[config.mk]
export PLATFORM = sky130hd
export DESIGN_NAME = program_loader
export DESIGN_NICKNAME = d
export VERILOG_FILES = /design/src/rtl/program_loader.sv
export SDC_FILE = /design/constraint.sdc
export NUM_CORES = 1
export LEC_CHECK = 0
export BUFFER_PORTS_ARGS = -buffer_cell sky130_fd_sc_hd__buf_4
export CORE_ASPECT_RATIO = 0.8
export CORE_MARGIN = 2
export CORE_UTILIZATION = 40
export DETAILED_ROUTE_END_ITERATION = 16
export PLACE_DENSITY = 0.52
export SLEW_MARGIN = 20
export SYNTH_ARGS = -nofsm -noshare
export SYNTH_HDL_FRONTEND = slang
export SYNTH_SLANG_ARGS = --single-unit
[constraint.sdc]
create_clock -name clk -period 3.67 [get_ports clk]
set_clock_uncertainty 0.1 [all_clocks]
set_input_delay 0.5505 -clock clk [delete_from_list [all_inputs] [get_ports clk]]
set_output_delay 0.5505 -clock clk [all_outputs]
set_load 0.01 [all_outputs]
[src/rtl/program_loader.sv]
// Writer side of the instruction memory: loads a byte stream, pads the tail with HLT,
// then releases the core. The fetch port reads the memory combinationally.
module program_loader #(
    parameter int unsigned    DEPTH      = 16,
    parameter int unsigned    AW         = 4,
    parameter int unsigned    DW         = 8,
    parameter logic [DW-1:0]  HLT_OPCODE = 8'hFF
) (
    input  logic          clk,
    input  logic          rstn,
    input  logic          start,
    input  logic          in_valid,
    input  logic [DW-1:0] in_data,
    input  logic          in_last,
    output logic          in_ready,
    input  logic [AW-1:0] fetch_addr,
    output logic [DW-1:0] fetch_data,
    output logic          cpu_pause,
    output logic          cpu_start,
    output logic          load_done,
    output logic [AW:0]   load_count,
    output logic          overflow_err
);

    localparam int unsigned    CW        = AW + 1;
    localparam logic [CW-1:0]  LAST_SLOT = CW'(DEPTH - 1);

    typedef enum logic [1:0] {
        IDLE = 2'd0,
        LOAD = 2'd1,
        FILL = 2'd2,
        RUN  = 2'd3
    } state_e;

    state_e          state_q, state_d;
    logic [CW-1:0]   wr_ptr_q, wr_ptr_d;
    logic [CW-1:0]   cnt_q, cnt_d;
    logic            ovf_q, ovf_d;
    logic            cpu_start_q, cpu_start_d;
    logic            in_ready_q, in_ready_d;
    logic            cpu_pause_q, cpu_pause_d;
    logic            load_done_q, load_done_d;
    logic [DW-1:0]   mem_q [DEPTH];

    logic            we;
    logic [DW-1:0]   wdata;
    logic [AW-1:0]   waddr;

    // Next-state, write-port and output decode
    always_comb begin
        state_d     = state_q;
        wr_ptr_d    = wr_ptr_q;
        cnt_d       = cnt_q;
        ovf_d       = ovf_q;
        cpu_start_d = 1'b0;
        we          = 1'b0;
        wdata       = '0;
        waddr       = wr_ptr_q[AW-1:0];

        case (state_q)
            IDLE, RUN: begin
                if (start) begin
                    state_d  = LOAD;
                    wr_ptr_d = '0;
                    cnt_d    = '0;
                    ovf_d    = 1'b0;
                end
            end
            LOAD: begin
                if (in_valid) begin
                    we       = 1'b1;
                    wdata    = in_data;
                    wr_ptr_d = wr_ptr_q + CW'(1);
                    cnt_d    = cnt_q + CW'(1);
                    if (wr_ptr_q == LAST_SLOT) begin
                        // Memory full: run regardless of in_last, flag a missing terminator
                        state_d     = RUN;
                        cpu_start_d = 1'b1;
                        ovf_d       = ~in_last;
                    end else if (in_last) begin
                        state_d = FILL;
                    end
                end
            end
            FILL: begin
                we       = 1'b1;
                wdata    = HLT_OPCODE;
                wr_ptr_d = wr_ptr_q + CW'(1);
                if (wr_ptr_q == LAST_SLOT) begin
                    state_d     = RUN;
                    cpu_start_d = 1'b1;
                end
            end
            default: state_d = IDLE;
        endcase

        in_ready_d  = (state_d == LOAD);
        cpu_pause_d = (state_d != RUN);
        load_done_d = (state_d == RUN);
    end

    // State, control and memory registers
    always_ff @(posedge clk or negedge rstn) begin
        if (!rstn) begin
            state_q     <= IDLE;
            wr_ptr_q    <= '0;
            cnt_q       <= '0;
            ovf_q       <= 1'b0;
            cpu_start_q <= 1'b0;
            in_ready_q  <= 1'b0;
            cpu_pause_q <= 1'b1;
            load_done_q <= 1'b0;
            for (int i = 0; i < DEPTH; i++) begin
                mem_q[i] <= '0;
            end
        end else begin
            state_q     <= state_d;
            wr_ptr_q    <= wr_ptr_d;
            cnt_q       <= cnt_d;
            ovf_q       <= ovf_d;
            cpu_start_q <= cpu_start_d;
            in_ready_q  <= in_ready_d;
            cpu_pause_q <= cpu_pause_d;
            load_done_q <= load_done_d;
            if (we) begin
                mem_q[waddr] <= wdata;
            end
        end
    end

    assign in_ready     = in_ready_q;
    assign cpu_pause    = cpu_pause_q;
    assign cpu_start    = cpu_start_q;
    assign load_done    = load_done_q;
    assign load_count   = cnt_q;
    assign overflow_err = ovf_q;
    assign fetch_data   = mem_q[fetch_addr];

endmodule

Word level (Yosys, flattened, before mapping)
Index checks and enable logic that the tools add are counted.

Add/subtract/negate cells: 2. Multiply operators: 0. Div/mod/pow operators: 0. Magnitude comparators: 3. Equality and inequality tests: 10. Shifts and indexed selects: 0. Mux-type cells: 28. Bitwise gates (word level): 3. Reduce and logical (&&, ||, !) cells: 7.

Operator list (number): $bwmux 128 (1); $bmux 8 s4 (1); $demux 8 s4 (1); $mux 8 (4); $pmux 8 s2 (1); $mux 5 (3); $pmux 5 s3 (1); $add 5x1->5 const B (2); $ge 5x5->1 const B (2); $mux 2 (5); $not 4->5 (2); $pmux 5 s2 (1); $ne 2x2->1 const B (4); $eq 2x2->1 const B (3); $mux 1 (6); $pmux 1 s2 (3); $pmux 2 s3 (1); $eq 5x4->1 const B (1); $lt 5x1->1 const B (1); $eq 2x1->1 const B (2); $reduce_and 4->1 (1); $reduce_and 3->1 (1); $logic_not 2->1 (1); $reduce_and 2->1 (1); 4 further kinds (4).

Bits in registers: 145. Latch bits: 0. Bits in writable memories: 0. Memory bits (read-only): 0. Bits of input ports: 17. Output and inout bits: 18. Word-level logic and storage cells: 77. Memories: 0.

Logic depth before layout (Yosys ltp)
Depth in word-level cells: 6. Depth in mapped cells: 8. Depth with buffers taken out: 7.

Worst setup path after synthesis
OpenSTA, ideal clock, no wires.

Path kind: input -> output. Start point: input port fetch_addr[0]. End point: output port fetch_data[1]. Arrival time: 1.880 ns. Required time: 3.019 ns. Slack: 1.140 ns. Cell stages on the path: 5. Buffers on the path: 2. Cells stage by stage: clkbuf_1 -> buf_2 -> mux4_2 -> a22oi_1 -> nand2_1.

Longest elaborated chain between the ends: 4.

RTL lines: from (decl) (line 16) `input logic [AW-1:0] fetch_addr,`; $not 4->5 (implied by the code) (line 137) `assign fetch_data = mem_q[fetch_addr];`; $bmux 8 s4 (line 137); $mux 8 (implied by the code) (2 in a row) (line 137); to (decl) (line 17) `output logic [DW-1:0] fetch_data,`.

Every way passes these cells. The select of a mux whose other input is x is not followed.

Final worst setup path
Same ends and word-level chain as after synthesis.

==> metrics.txt <==
die area 18400 sq um; RSZ-0062 raised after global routing no; final setup TNS 0 ps; VDD IR max 478 uV; final worst-path cycle share 0.771; slew margin rel. 0.311; hold buffers post-CTS 0; # Post-CTS Setup Buffers 0; detailed-route DRC error count 0; r2r worst-path depth 6; leakage 3.55 nW; FF-to-FF End mem_q[55]$_DFFE_PN0P_; Cell Area, Synth 6950 sq um; worst-path fanout max 18; final net count 654; root buf cell clkbuf_16; worst hold path type in -> async; H-tree levels 4; Mean Syn Cell Area 11.6 sq um; number of routed nets with antenna violations 0; routing usage on met3 0.0472; Core Area 17200 sq um; r2r setup slk 860 ps; row count 43; Startpoint Class primary input; cts bufs inserted 17; max_cap viols 0; FFs w/ async S/R, synth 1.00; Fmax achieved 0.353 GHz; CTS tree built; outcome complete, no violations; Die X 151 um; Post-Synthesis Cells 599; gr busiest metal met1; Initial Util 0.405; Vias per Instance 5.31; PD cells 807 nW/um^2; share of cells above drive strength 1 0.263; Critical Path Sink Type output port; GPL Wtd Cong 0.781; Tightest Pin Transition 1030 ps; PostCTS Resize Cnt 0; met2 usage 0.267; number of fill cells 1535; number of synthesized flops with an enable pin 0; first-pass GRT wire length 26100 um; # diodes 0; met1 usage 0.294; WP data arrival 2180 ps; initial antenna violation count 0; CP required 3020 ps; fin cells 865; Slew Limit Fails 0; dpl hpwl 10900 um; post-synthesis sequential area ratio 0.523; Die Y 122 um; clock latency on the worst-skew pair 420 ps; post-route minimum period 2830 ps; grt ovf 0; drt initial violations 419; Synth Warn # 0; biggest area consumer among synthesized cells dfrtp_1; syn nets 626; top-level I/O count 35; total wire length 16200 um; detail-routed net length per standard cell 18.7 um; Yosys cell types 38; largest net degree at the start of global routing 92; 1st-pass router iterations 5; area share of the largest cell type after synthesis 0.519; Area contributors post-synth dfrtp_1 (52%), mux4_2 (10%), a21oi_1 (7.3%); Vias 4591; Crit Path Category in -> out; Port-buffer cells 34; CTS Sinks 145; clock transition at the registers of the reported paths 60 ps; most frequent cells after synthesis dfrtp_1 (144), nor2_1 (131), a21oi_1 (102), mux4_2 (32), nand2_1 (19); Synth Flop Type dfrtp_1; number of global-route vias before repair 4594; Synth Register Bits 145; worst r2r src state_q[0]$_DFF_PN0_; GRT Overall Usage 0.191; top-count cell post-synth dfrtp_1; Final Util 0.470; area grow syn2layout 16.0%; Final Hold Fails 0; placed cells 832; clk buf depth 2; endpoints failing setup 0
[area by class of cell]
cell class	instances	area, sq um	area share
inverters	8	30.0	0.00373
well taps	225	282	0.0349
flip-flops and latches	145	3630	0.450
clock inverters	13	186	0.0231
clock buffers	19	443	0.0550
repair buffers	51	432	0.0536
multi-input cells	404	3060	0.379
[power breakdown]
part / internal [mW] / switching (mW) / leakage (nW)
clock: 1.16 / 0.690 / 0.295
sequential: 2.17 / 0.344 / 1.87
combinational: 0.936 / 1.21 / 1.38
[sequential cells by signal (all words and copies together) (netlist names)]
signal        count
in_ready          1
cpu_pause         1
load_count        5
load_done         1
overflow_err      1
state_q           2
mem_q           128
wr_ptr_q          5
cpu_start         1
[worst max-delay path, cell delays in order]
cell and delay [ps]:
buf_4 370, buf_12 220, mux4_2 520, a22oi_1 250, nand2_1 100, buf_4 160
[placed cells by master, fill, tap and decap left out, types with 2 or more instances in the layout]
cell,synthesis,layout
a21boi_0,2,2
a21oi_1,102,102
a21oi_2,17,17
a22oi_1,16,16
a31oi_1,2,2
and2_1,2,2
and3_1,2,2
and3b_1,2,2
buf_12,0,2
buf_4,2,47
bufinv_16,0,4
clkbuf_16,0,17
clkinv_2,0,2
clkinv_4,0,3
clkinvlp_4,0,4
dfrtp_1,144,144
ha_1,10,9
inv_1,8,8
mux2_2,13,13
mux4_2,32,32
nand2_1,19,19
nand2b_1,5,5
nand3_1,4,4
nor2_1,131,127
nor2_2,0,4
nor2b_1,3,3
nor3b_1,2,2
nor4b_4,16,16
o2111ai_1,3,3
o21ai_0,10,10
xor2_1,2,2
[kinds of logic (layout without fill, tap and decap cells)]
family,Yosys count,in the layout,share of synthesized area
adders and majority gates,10,10,0.0180
buffers and inverters,50,91,0.0391
xor gates and xnor gates,2,2,0.00252
AOI/OAI and AO/OA,156,156,0.133
muxes,47,47,0.128
DFF,145,145,0.523
and+or+nand+nor,189,189,0.157
[per-stage QoR]
step | hold WS, ps | power [mW] | area, sq um | setup slack [ps]
4_1_cts | 140 | 6.50 | 8020 | 812
3_5_place_dp | 374 | 4.64 | 7390 | 819
6_report | 104 | 6.51 | 8060 | 839
2_1_floorplan | 155 | 4.04 | 6950 | 1140
5_1_grt | 162 | 6.90 | 8060 | 691
3_3_place_gp | 375 | 4.57 | 7390 | 852
[worst max path at each step]
| stage | slack (ps) | from | to | cells past startpoint |
|---|---|---|---|---|
| floorplan | 1140 | fetch_addr[0] | fetch_data[1] | 5 |
| global placement | 850 | fetch_addr[0] | fetch_data[1] | 6 |
| detailed placement | 820 | fetch_addr[0] | fetch_data[1] | 6 |
| CTS | 810 | fetch_addr[0] | fetch_data[1] | 6 |
| global route | 690 | fetch_addr[0] | fetch_data[2] | 6 |
| finish | 840 | fetch_addr[0] | fetch_data[1] | 6 |
[per-layer routing]
metal,wire length (um),vias to the layer above
li1,-,2183
met1,8360,2327
met2,7150,69
met3,526,12
met4,155,0
met5,0,-
No activity file was read; power rests on OpenSTA's default activity.
